### src/rtl/prng_lfsr_gen.sv
// Fibonacci-style LFSR word generator with valid/ready output handshake and accepted-word counter.
// Optional all-zero lockup recovery is compiled in with `define PRNG_LOCKUP_DETECT_EN.
module prng_lfsr_gen #(
  parameter int              WIDTH        = 8,
  parameter logic [WIDTH-1:0] TAPS        = WIDTH'(8'hB8),
  parameter int              STEPS        = 1,
  parameter logic [WIDTH-1:0] DEFAULT_SEED = WIDTH'(1),
  parameter int              CNT_W        = 16
) (
  input  logic             clk,
  input  logic             rst,
  input  logic             set_syn,
  input  logic [WIDTH-1:0] seed_in,
  input  logic             en,
  output logic [WIDTH-1:0] rnd_out,
  output logic             rnd_valid,
  input  logic             rnd_ready,
  output logic [CNT_W-1:0] word_cnt,
  output logic             lockup
);

  logic [WIDTH-1:0]            state;
  logic [STEPS:0][WIDTH-1:0]   shift_chain;
  logic [WIDTH-1:0]            adv_state;
  logic [WIDTH-1:0]            seed_eff;
  logic                        advance;
  logic                        accept;

  // STEPS single shifts unrolled into one combinational chain
  assign shift_chain[0] = state;
  for (genvar g = 0; g < STEPS; g++) begin : g_shift
    assign shift_chain[g+1] = {shift_chain[g][WIDTH-2:0], ^(shift_chain[g] & TAPS)};
  end

  // A held word blocks generation until it is consumed
  assign advance = en & ~set_syn & (~rnd_valid | rnd_ready);
  assign accept  = rnd_valid & rnd_ready;

`ifdef PRNG_LOCKUP_DETECT_EN
  logic seed_zero;
  logic adv_zero;
  logic lockup_q;

  assign seed_zero = (seed_in == '0);
  assign adv_zero  = (shift_chain[STEPS] == '0);
  assign seed_eff  = seed_zero ? DEFAULT_SEED : seed_in;
  assign adv_state = adv_zero  ? DEFAULT_SEED : shift_chain[STEPS];

  always_ff @(posedge clk or posedge rst) begin
    if (rst) lockup_q <= 1'b0;
    else     lockup_q <= set_syn ? seed_zero : (advance & adv_zero);
  end
  assign lockup = lockup_q;
`else
  assign seed_eff  = seed_in;
  assign adv_state = shift_chain[STEPS];
  assign lockup    = 1'b0;
`endif

  always_ff @(posedge clk or posedge rst) begin
    if (rst) begin
      state     <= DEFAULT_SEED;
      rnd_out   <= '0;
      rnd_valid <= 1'b0;
      word_cnt  <= '0;
    end else if (set_syn) begin
      // reseed discards any presented word; rnd_out keeps its last value
      state     <= seed_eff;
      rnd_valid <= 1'b0;
      word_cnt  <= '0;
    end else begin
      if (accept) word_cnt <= word_cnt + CNT_W'(1);
      if (advance) begin
        state     <= adv_state;
        rnd_out   <= adv_state;
        rnd_valid <= 1'b1;
      end else if (accept) begin
        rnd_valid <= 1'b0;
      end
    end
  end

endmodule

### config.mk
export PLATFORM = sky130hd
export DESIGN_NAME = prng_lfsr_gen
export DESIGN_NICKNAME = d
export VERILOG_FILES = /design/src/rtl/prng_lfsr_gen.sv
export SDC_FILE = /design/constraint.sdc
export NUM_CORES = 1
export LEC_CHECK = 0
export BUFFER_PORTS_ARGS = -buffer_cell sky130_fd_sc_hd__buf_2
export CAP_MARGIN = 15
export CORE_ASPECT_RATIO = 1.25
export CORE_MARGIN = 3
export CORE_UTILIZATION = 55
export DETAILED_ROUTE_END_ITERATION = 6
export PLACE_DENSITY = 0.95
export REMOVE_ABC_BUFFERS = 1
export SYNTH_ARGS = -nofsm -noshare
export SYNTH_HDL_FRONTEND = slang
export SYNTH_SLANG_ARGS = --single-unit
### constraint.sdc
create_clock -name clk -period 3 [get_ports clk]
set_input_delay 0.75 -clock clk [delete_from_list [all_inputs] [get_ports clk]]
set_output_delay 0.75 -clock clk [all_outputs]
set_load 0.05 [all_outputs]
==> results of run 1 <==
area by class of cell:
cell class / instances / area share
Tap cell: 33 / 0.0235
Multi-Input combinational cell: 112 / 0.362
Timing Repair Buffer: 38 / 0.109
Clock buffer: 5 / 0.0213
Clock inverter: 3 / 0.00995
Inverter: 2 / 0.00426
Sequential cell: 33 / 0.470
logic make-up (layout without fill, tap and decap cells):
| logic type | after synthesis | after routing | synth area share |
|---|---|---|---|
| DFF | 33 | 33 | 0.553 |
| other | 1 | 1 | 0.00251 |
| AOI/OAI and AO/OA | 19 | 19 | 0.0803 |
| adders and majority gates | 1 | 1 | 0.00837 |
| buffers and inverters | 7 | 48 | 0.0209 |
| and+or+nand+nor | 77 | 77 | 0.253 |
| xor gates and xnor gates | 14 | 14 | 0.0820 |
per-layer routing:
metal / track usage / vias to the layer above / wire [um]
li1: - / 592 / -
met1: 0.224 / 578 / 1230
met5: 0 / - / 0
met3: 0.0699 / 6 / 206
met4: 0.0863 / 0 / 61
met2: 0.362 / 42 / 1570
placed cells by master (no fill, tap or decap), drive strengths merged, types with 5 or more instances in the layout:
| master | n |
|---|---|
| nand2 | 40 |
| nor2 | 12 |
| nand3 | 6 |
| dfrtp | 32 |
| xnor2 | 6 |
| xor2 | 8 |
| clkbuf | 5 |
| buf | 38 |
| a22oi | 6 |
| a21oi | 7 |
worst min-delay path: stages:
cell and delay [ns]:
buf_2 0.09, inv_1 0.04, buf_4 0.35
final timing paths:
path / slack [ns] / to / depth (start not counted)
min reg2reg: 0.49 / rnd_out[3] / 2
max: 1.15 / word_cnt[3] / 1
min in group clk: 0.49 / rnd_out[3] / 2
max in group asynchronous: 2.21 / state[0] / 3
max reg2reg: 1.33 / word_cnt[14] / 5
min: 0.47 / word_cnt[2] / 3
stage by stage:
step	hold WS [ns]	area, sq um
6_report	0.471	1760
5_1_grt	0.479	1760
4_1_cts	0.462	1760
3_5_place_dp	0.457	1710
3_3_place_gp	0.457	1710
2_1_floorplan	0.458	1470
sequential cells by signal, summed over array words and instances (netlist names):
signal	cells
state	8
rnd_valid	1
rnd_out	8
word_cnt	16
power groups by stage:
| stage | logic [W] | clock network (W) | registers [W] |
|---|---|---|---|
| after detailed placement | 0.000195 | 0 | 0.000514 |
| after global placement | 0.000192 | 0 | 0.000512 |
| final | 0.000193 | 0.000240 | 0.000506 |
| after global routing | 0.000206 | 0.000275 | 0.000510 |
| after CTS | 0.000196 | 0.000253 | 0.000506 |
| after floorplan | 0.0000598 | 0 | 0.000593 |
==> results.ini, run 1 <==
[run_status]
status=complete, no violations

[setup_path]
crit_chain=buf_2
crit_family=flip-flops
critical_path_required_ns=2.25
critPathSlowestCell=dfrtp_1
end_kind=output port
worstSetupPathType=register to output port
worstSetupStartpointType=register
crit_fanout=6
crit_arrival_ns=1.10
r2r_start=word_cnt[0]
startpoint=word_cnt[3]
crit_buf_inv=1
slowest_delay_ns=0.46

[power]
internal_power_w=0.000621
combPwrFrac=0.206
swShare=0.339
total_power_w=0.000939
p_per_area_nw_per_um2=534
p_sw_w=0.000319
p_seq_frac=0.538
leakagePower_nw=0.904
clock_power_share=0.256
max-vdd-ir-drop_mv=0.379

[layout]
drive_gt1_frac=0.269
final_core_util=0.704
seqCellArea_sq_um=827
fillers=205
multi_input_area_sq_um=637
antenna_cells=0
final_cells=226
nets=206
area_growth_pct=17.7

[timing]
maxSlewHeadroom=0.587
finalMaxSlewViolations=0
clock-skew-final_ns=0.00501
setup_viol=0
hold_viol=0
rsz0062_at_grt=no
tightest_slew_ns=0.620
worst_slack_ns=1.15
fin_crit_ns=1.85
max_freq_mhz=541
setup_tns_ns=0
finalCritPeriodShare=0.616

[placed_design]
place_hpwl_um=2230
dpl.cell_count=218
pre_cts_ws_ns=0.984
gp_congestion=0.754
io_buffers=37

[floorplan]
die_w_um=52.6
die_h_um=64.3
rows=20
pin_count=39
initial_utilization=0.597
coreArea_sq_um=2500
die-area_sq_um=3380

[clock_network]
clock_sinks=33
hold_buffers=0
clock_latency_ns=0.34
clkTransAtPathRegs_ns=0.10
cts_tree=built
cts_max_level=2
cts.repair.resized=0
cts_buffers=5
clock_path_buffers=2
post_cts_buffers=0
clockRootBuffer=clkbuf_4

[synth]
synth_area_leader_cell=dfrtp_1
synth.most_common_cell=nand2_1
yosys-top-cells-count=nand2_1 (40), dfrtp_1 (32), nor2_1 (12)
synth-edff-count=0
async_reset_ff_frac=1.00
synth_seq_area_share=0.553
avgSynthCellArea_sq_um=9.84
syn_area_sq_um=1500
synthTopCellsByArea=dfrtp_1 (54%), nand2_1 (10%), xor2_1 (4.7%)
synth_warnings=0
synth_cells=152
yosys.area.top_type_share=0.536
synth_cell_type_count=34
synth-seq-cells=33
synth-main-ff-cell=dfrtp_1

[global_routing]
grt_usage=0.208
grt_pass1_vias=1187
gr-total-overflow=0
grt_pass1_wl_um=5120
antenna_found_initial=0
grt_max_degree=34

[min_path]
worstHoldPathType=primary input to async pin

[detailed_routing]
drt_wl_total_um=3060
num_vias=1218
drcViolationCount=0
drt-wirelength-per-cell_um=13.6
vias_per_cell=5.39
dr.pass1.iters=4
detail-route-antenna-nets=0
drt_iter0_drc=27

[flow_run]
drv_cap=0

No activity file was read; power rests on OpenSTA's default activity.
==> inputs of run 2 (changes only) <==
Settings changed: CORE_UTILIZATION 55 to 51, PLACE_DENSITY 0.95 to 0.89.
Clock period 3 ns to 1.8 ns, I/O delays scaled along.
==> run 2 against run 1 <==
  * Largest power group unchanged
  * Via count rose by 2.0%
  * Register-to-register slack worse by 1.2 ns
  * Critical path depth up 4
  * Critical path type is now register to register
  * Worst hold slack worse by 0.29 ns
  * First-iteration DRC count is 78% higher
==> results.ini, run 2 (same netlist as run 1, synthesis figures left out) <==
[clock_network]
cts_tree=built  ; unchanged
clock_path_buffers=2  ; unchanged
cts_max_level=2  ; unchanged
hold_buffers=0  ; unchanged
post_cts_buffers=0  ; unchanged
clockRootBuffer=clkbuf_4  ; unchanged
clkTransAtPathRegs_ns=0.10  ; about the same
clock_latency_ns=0.34  ; about the same
cts_buffers=5  ; unchanged
clock_sinks=33  ; unchanged
cts.repair.resized=0  ; unchanged

[setup_path]
r2r_start=word_cnt[1]  ; was word_cnt[0]
startpoint=word_cnt[1]  ; was word_cnt[3]
critical_path_required_ns=2.05  ; was 2.25 ns
crit_arrival_ns=1.90  ; was 1.10 ns
end_kind=register  ; was output port
crit_fanout=5  ; was 6
r2r_setup_slack_ns=0.15  ; was 1.33 ns
worst_r2r_endpoint=word_cnt[14]  ; unchanged
worstSetupStartpointType=register  ; unchanged
ff2ff_path_depth=5  ; unchanged
worstSetupPathType=register to register  ; was register to output port

[layout]
top_register=word_cnt  ; unchanged
fin_area_sq_um=1780  ; was 1760 sq um
largest_register_ffs=16  ; unchanged
area_growth_pct=18.9  ; was 17.7%
layout_common_cells=nand2_1 (40), buf_2 (37), dfrtp_1 (32), nor2_1 (12), xor2_1 (8)  ; unchanged
seqCellArea_sq_um=827  ; unchanged
antenna_cells=0  ; unchanged
final_common_cell=nand2_1  ; unchanged
fillers=234  ; was 205
reg.largest.list=word_cnt (16), rnd_out (8), state (8)  ; unchanged
final_cells=230  ; was 226
multi_input_area_sq_um=637  ; unchanged
nets=209  ; was 206
drive_gt1_frac=0.265  ; was 0.269

[detailed_routing]
drt-wirelength-per-cell_um=14.3  ; was 13.6 um
dr.pass1.iters=4  ; unchanged
drt_wl_total_um=3280  ; was 3060 um
drcViolationCount=0  ; unchanged
drt_iter0_drc=48  ; was 27
detail-route-antenna-nets=0  ; unchanged
vias_per_cell=5.40  ; was 5.39
num_vias=1242  ; was 1218

[placed_design]
io_buffers=37  ; unchanged
placed_cell_area_sq_um=1730  ; was 1710 sq um
dpl.cell_count=222  ; was 218
place_hpwl_um=2420  ; was 2230 um
gp_congestion=0.823  ; was 0.754

[run_status]
status=complete, no violations  ; unchanged

[floorplan]
die_w_um=54.4  ; was 52.6 um
pin_count=39  ; unchanged
rows=21  ; was 20
initial_utilization=0.547  ; was 0.597
coreArea_sq_um=2730  ; was 2500 sq um
die-area_sq_um=3620  ; was 3380 sq um
die_h_um=66.5  ; was 64.3 um

[global_routing]
grt_max_degree=34  ; unchanged
antenna_found_initial=0  ; unchanged
grt_usage=0.214  ; was 0.208
gr-total-overflow=0  ; unchanged
grt_pass1_wl_um=5550  ; was 5120 um
grt_pass1_vias=1227  ; was 1187

[power]
leakagePower_nw=0.914  ; was 0.904 nW
max-vdd-ir-drop_mv=0.612  ; was 0.379 mV
p_per_area_nw_per_um2=882  ; was 534 nW/um^2

[timing]
setup_viol=0  ; unchanged
holdWs_ns=0.179  ; was 0.471 ns
hold_viol=0  ; unchanged
max_freq_mhz=606
finalCritPeriodShare=0.916
finalMaxSlewViolations=0  ; unchanged
clock-skew-final_ns=0.0110  ; was 0.00501 ns
rsz0062_at_grt=no  ; unchanged
fin_crit_ns=1.65

[min_path]
worstHoldPathType=primary input to async pin  ; unchanged

[flow_run]
drv_cap=0  ; unchanged

[run 2: stage by stage]
step	setup slack, ns	utilization	setup TNS (ns)	total power, W
floorplan	-0.0563	-	-0.0654	0.00109
global placement	0.190	0.633	0	0.00118
detailed placement	0.0726	0.633	0	0.00119
CTS	0.160	0.651	0	0.00159
global route	0.0524	0.651	0	0.00165
finish	0.150	0.651	0	0.00157
[run 2: how the worst max path moves through the flow]
stage / end / cells past startpoint
3_3_place_gp: word_cnt[15] / 5
2_1_floorplan: word_cnt[14] / 5
4_1_cts: word_cnt[14] / 5
6_report: word_cnt[14] / 5
5_1_grt: word_cnt[14] / 5
3_5_place_dp: word_cnt[15] / 5
[run 2: where the power goes]
part           internal [W]  switching, W  total [W]  leakage (nW)
Sequential         0.000803     0.0000391   0.000842         0.433
Combinational     0.0000897      0.000239   0.000328         0.454
Clock              0.000156      0.000241   0.000397        0.0265
[run 2: critical path, stage by stage, from the launching register on]
cell and delay, ns:
dfrtp_1 0.42, ha_1 0.18, and4_1 0.28, nand4_1 0.20
or3_1 0.35, a21oi_1 0.15
[run 2: final cells by class]
type / count / area share
flip-flops and latches: 33 / 0.465
multi-input cells: 112 / 0.358
repair buffers: 41 / 0.121
clock buffers: 8 / 0.0274
well taps: 34 / 0.0239
inverters: 2 / 0.00422
[run 2: metal layers]
| metal | vias up | wire (um) | track usage |
|---|---|---|---|
| li1 | 600 | - | - |
| met2 | 50 | 1660 | 0.352 |
| met1 | 582 | 1320 | 0.248 |
| met3 | 10 | 240 | 0.0738 |
| met5 | - | 0 | 0 |
| met4 | 0 | 63 | 0.0841 |
==> inputs of run 3 (changes only) <==
Settings changed: REMOVE_ABC_BUFFERS 1 to default, SETUP_SLACK_MARGIN from default to 0.4.
==> run 3 against run 2 <==
  * Flip-flop and latch count did not move
  * Final area rose by 22%
  * Global-route usage rose by 1.8 points
  * Critical path depth did not move
  * Clock power rose by 2%
  * Combinational power rose by 23%
  * Worst hold slack got worse by 0.021 ns
  * Sequential power rose by 1%
  * Register-to-register slack improved by 0.18 ns
  * Via count rose by 10%
  * Sequential share of layout area fell by 7.5 points
  * Die area did not move
  * Critical endpoint unchanged
  * Largest cell class unchanged
  * Largest power group unchanged
  * Highest routed layer unchanged
==> results.ini, run 3 (same netlist as run 1, synthesis figures left out) <==
[layout]
area_growth_pct=44.5  ; was 18.9%
drive_gt1_frac=0.461  ; was 0.265
final_common_cell=nand2_1  ; unchanged
largest_register_ffs=16  ; unchanged
antenna_cells=0  ; unchanged
top_register=word_cnt  ; unchanged
nets=230  ; was 209
fillers=182  ; was 234
layout_common_cells=nand2_1 (38), buf_4 (26), buf_6 (24), dfrtp_1 (19), dfrtp_2 (13)  ; was nand2_1 (40), buf_2 (37), dfrtp_1 (32), nor2_1 (12), xor2_1 (8)
reg.largest.list=word_cnt (16), rnd_out (8), state (8)  ; unchanged
multi_input_area_sq_um=691  ; was 637 sq um
seqCellArea_sq_um=843  ; was 827 sq um

[floorplan]
die_h_um=66.5  ; unchanged
pin_count=39  ; unchanged
die-area_sq_um=3620  ; unchanged
rows=21  ; unchanged
die_w_um=54.4  ; unchanged
coreArea_sq_um=2730  ; unchanged
initial_utilization=0.547  ; unchanged

[timing]
setup_viol=0  ; unchanged
setup_tns_ns=0  ; unchanged
fin_crit_ns=1.47  ; was 1.65 ns
hold_viol=0  ; unchanged
rsz0062_at_grt=yes  ; was no
finalMaxSlewViolations=0  ; unchanged
finalCritPeriodShare=0.817  ; was 0.916
max_freq_mhz=680  ; was 606 MHz
worst_slack_ns=0.329  ; was 0.150 ns
clock-skew-final_ns=0.0212  ; was 0.0110 ns

[global_routing]
grt_max_degree=34  ; unchanged
met1_usage=0.252  ; was 0.248
gr-total-overflow=0  ; unchanged
grt_pass1_vias=1387  ; was 1227
grt_pass1_wl_um=6000  ; was 5550 um
grtUsageMet3=0.0671  ; was 0.0738
grt_usage=0.231  ; was 0.214
grt-busiest-layer=met2  ; unchanged
globalRouteMet2Util=0.401  ; was 0.352
antenna_found_initial=0  ; unchanged

[setup_path]
slowest_delay_ns=0.44  ; was 0.42 ns
critical_path_required_ns=2.09  ; was 2.05 ns
crit_arrival_ns=1.76  ; was 1.90 ns
worstSetupPathType=register to register  ; unchanged
crit_chain=ha_4 > and4_4 > nand4_1 > or3_1 > a21oi_2  ; was ha_1 > and4_1 > nand4_1 > or3_1 > a21oi_1
critPathSlowestCell=dfrtp_2  ; was dfrtp_1
end_kind=register  ; unchanged
crit_fanout=5  ; unchanged
worstSetupStartpointType=register  ; unchanged

[clock_network]
clock_path_buffers=2  ; unchanged
clockRootBuffer=clkbuf_4  ; unchanged
cts_max_level=2  ; unchanged
clkTransAtPathRegs_ns=0.11  ; was 0.10 ns
clock_latency_ns=0.35  ; was 0.34 ns
clock_sinks=33  ; unchanged
cts_tree=built  ; unchanged
cts_buffers=5  ; unchanged

[run_status]
status=complete, no violations  ; unchanged

[detailed_routing]
num_vias=1371  ; was 1242
dr.pass1.iters=4  ; unchanged
drcViolationCount=0  ; unchanged
detail-route-antenna-nets=0  ; unchanged
drt_iter0_drc=42  ; was 48
drt_wl_total_um=3880  ; was 3280 um
vias_per_cell=5.46  ; was 5.40
drt-wirelength-per-cell_um=15.5  ; was 14.3 um

[placed_design]
pre_cts_ws_ns=0.212  ; was 0.0726 ns
place_hpwl_um=2410  ; was 2420 um
io_buffers=37  ; unchanged
gp_congestion=0.782  ; was 0.823

[synth]
synth_fp_nets=166

[power]
leakagePower_nw=1.03  ; was 0.914 nW
max-vdd-ir-drop_mv=0.768  ; was 0.612 mV
total_power_w=0.00166  ; was 0.00157 W
p_per_area_nw_per_um2=770  ; was 882 nW/um^2

[flow_run]
drv_cap=0  ; unchanged

[min_path]
worstHoldPathType=primary input to async pin  ; unchanged

run 3: cell types whose count changed in the layout (fill, tap and decap cells not counted), sizes merged:
| cell | change |
|---|---|
| clkinv | +2 |
| clkbuf | -2 |
| buf | +21 |
run 3: final cells by class:
cell class | count | share of cell area
multi-input cells | 112 | 0.320
inverters | 2 | 0.00347
clock inverters | 2 | 0.00463
well taps | 34 | 0.0197
repair buffers | 62 | 0.243
flip-flops and latches | 33 | 0.390
clock buffers | 6 | 0.0191
run 3: what timing repair did:
action | CTS | global route
endpoints found under the setup margin | 27 | 31
hold buffers | 0 | 0
pin swaps | 5 | 2
gates resized for setup | 42 | 14
buffers inserted | 15 | 6
run 3: final timing paths:
check                            start            to  slack [ns]  depth (start not counted)
setup reg to reg           word_cnt[1]  word_cnt[14]        0.33                          5
min in group clk            seed_in[7]      state[7]        0.33                          3
setup / recovery           word_cnt[1]  word_cnt[14]        0.33                          5
hold reg to reg             rnd_out[4]    rnd_out[4]        0.52                          2
max in group asynchronous          rst   word_cnt[5]        1.30                          3
hold / removal                     rst  word_cnt[15]        0.16                          3
run 3: through the flow:
stage / hold WS (ns) / instances / cell area (sq um) / util
2_1_floorplan: 0.458 / 152 / 1550 / -
3_3_place_gp: 0.458 / 222 / 1770 / 0.648
3_5_place_dp: 0.469 / 222 / 1770 / 0.648
4_1_cts: 0.168 / 245 / 2060 / 0.754
5_1_grt: 0.195 / 251 / 2160 / 0.791
6_report: 0.157 / 251 / 2160 / 0.791
run 3: power by group:
part           switching (W)  internal (W)  total [W]
combinational       0.000250      0.000154   0.000404
clock               0.000257      0.000149   0.000405
sequential         0.0000500      0.000804   0.000854
run 3: metal layers:
metal  vias to the layer above  routed length [um]
met2                        51                2090
met1                       667                1480
met3                        11                 225
met4                         0                  83
li1                        642                   -
met5                         -                   0
run 3: critical path, delay by kind of cell, from the launching register on:
family	cells	cell delay, ns
flip-flops	1	0.44
AND/OR/NAND/NOR	3	0.72
AO/OA/AOI/OAI	1	0.13
adder cells (fa/ha/maj)	1	0.15
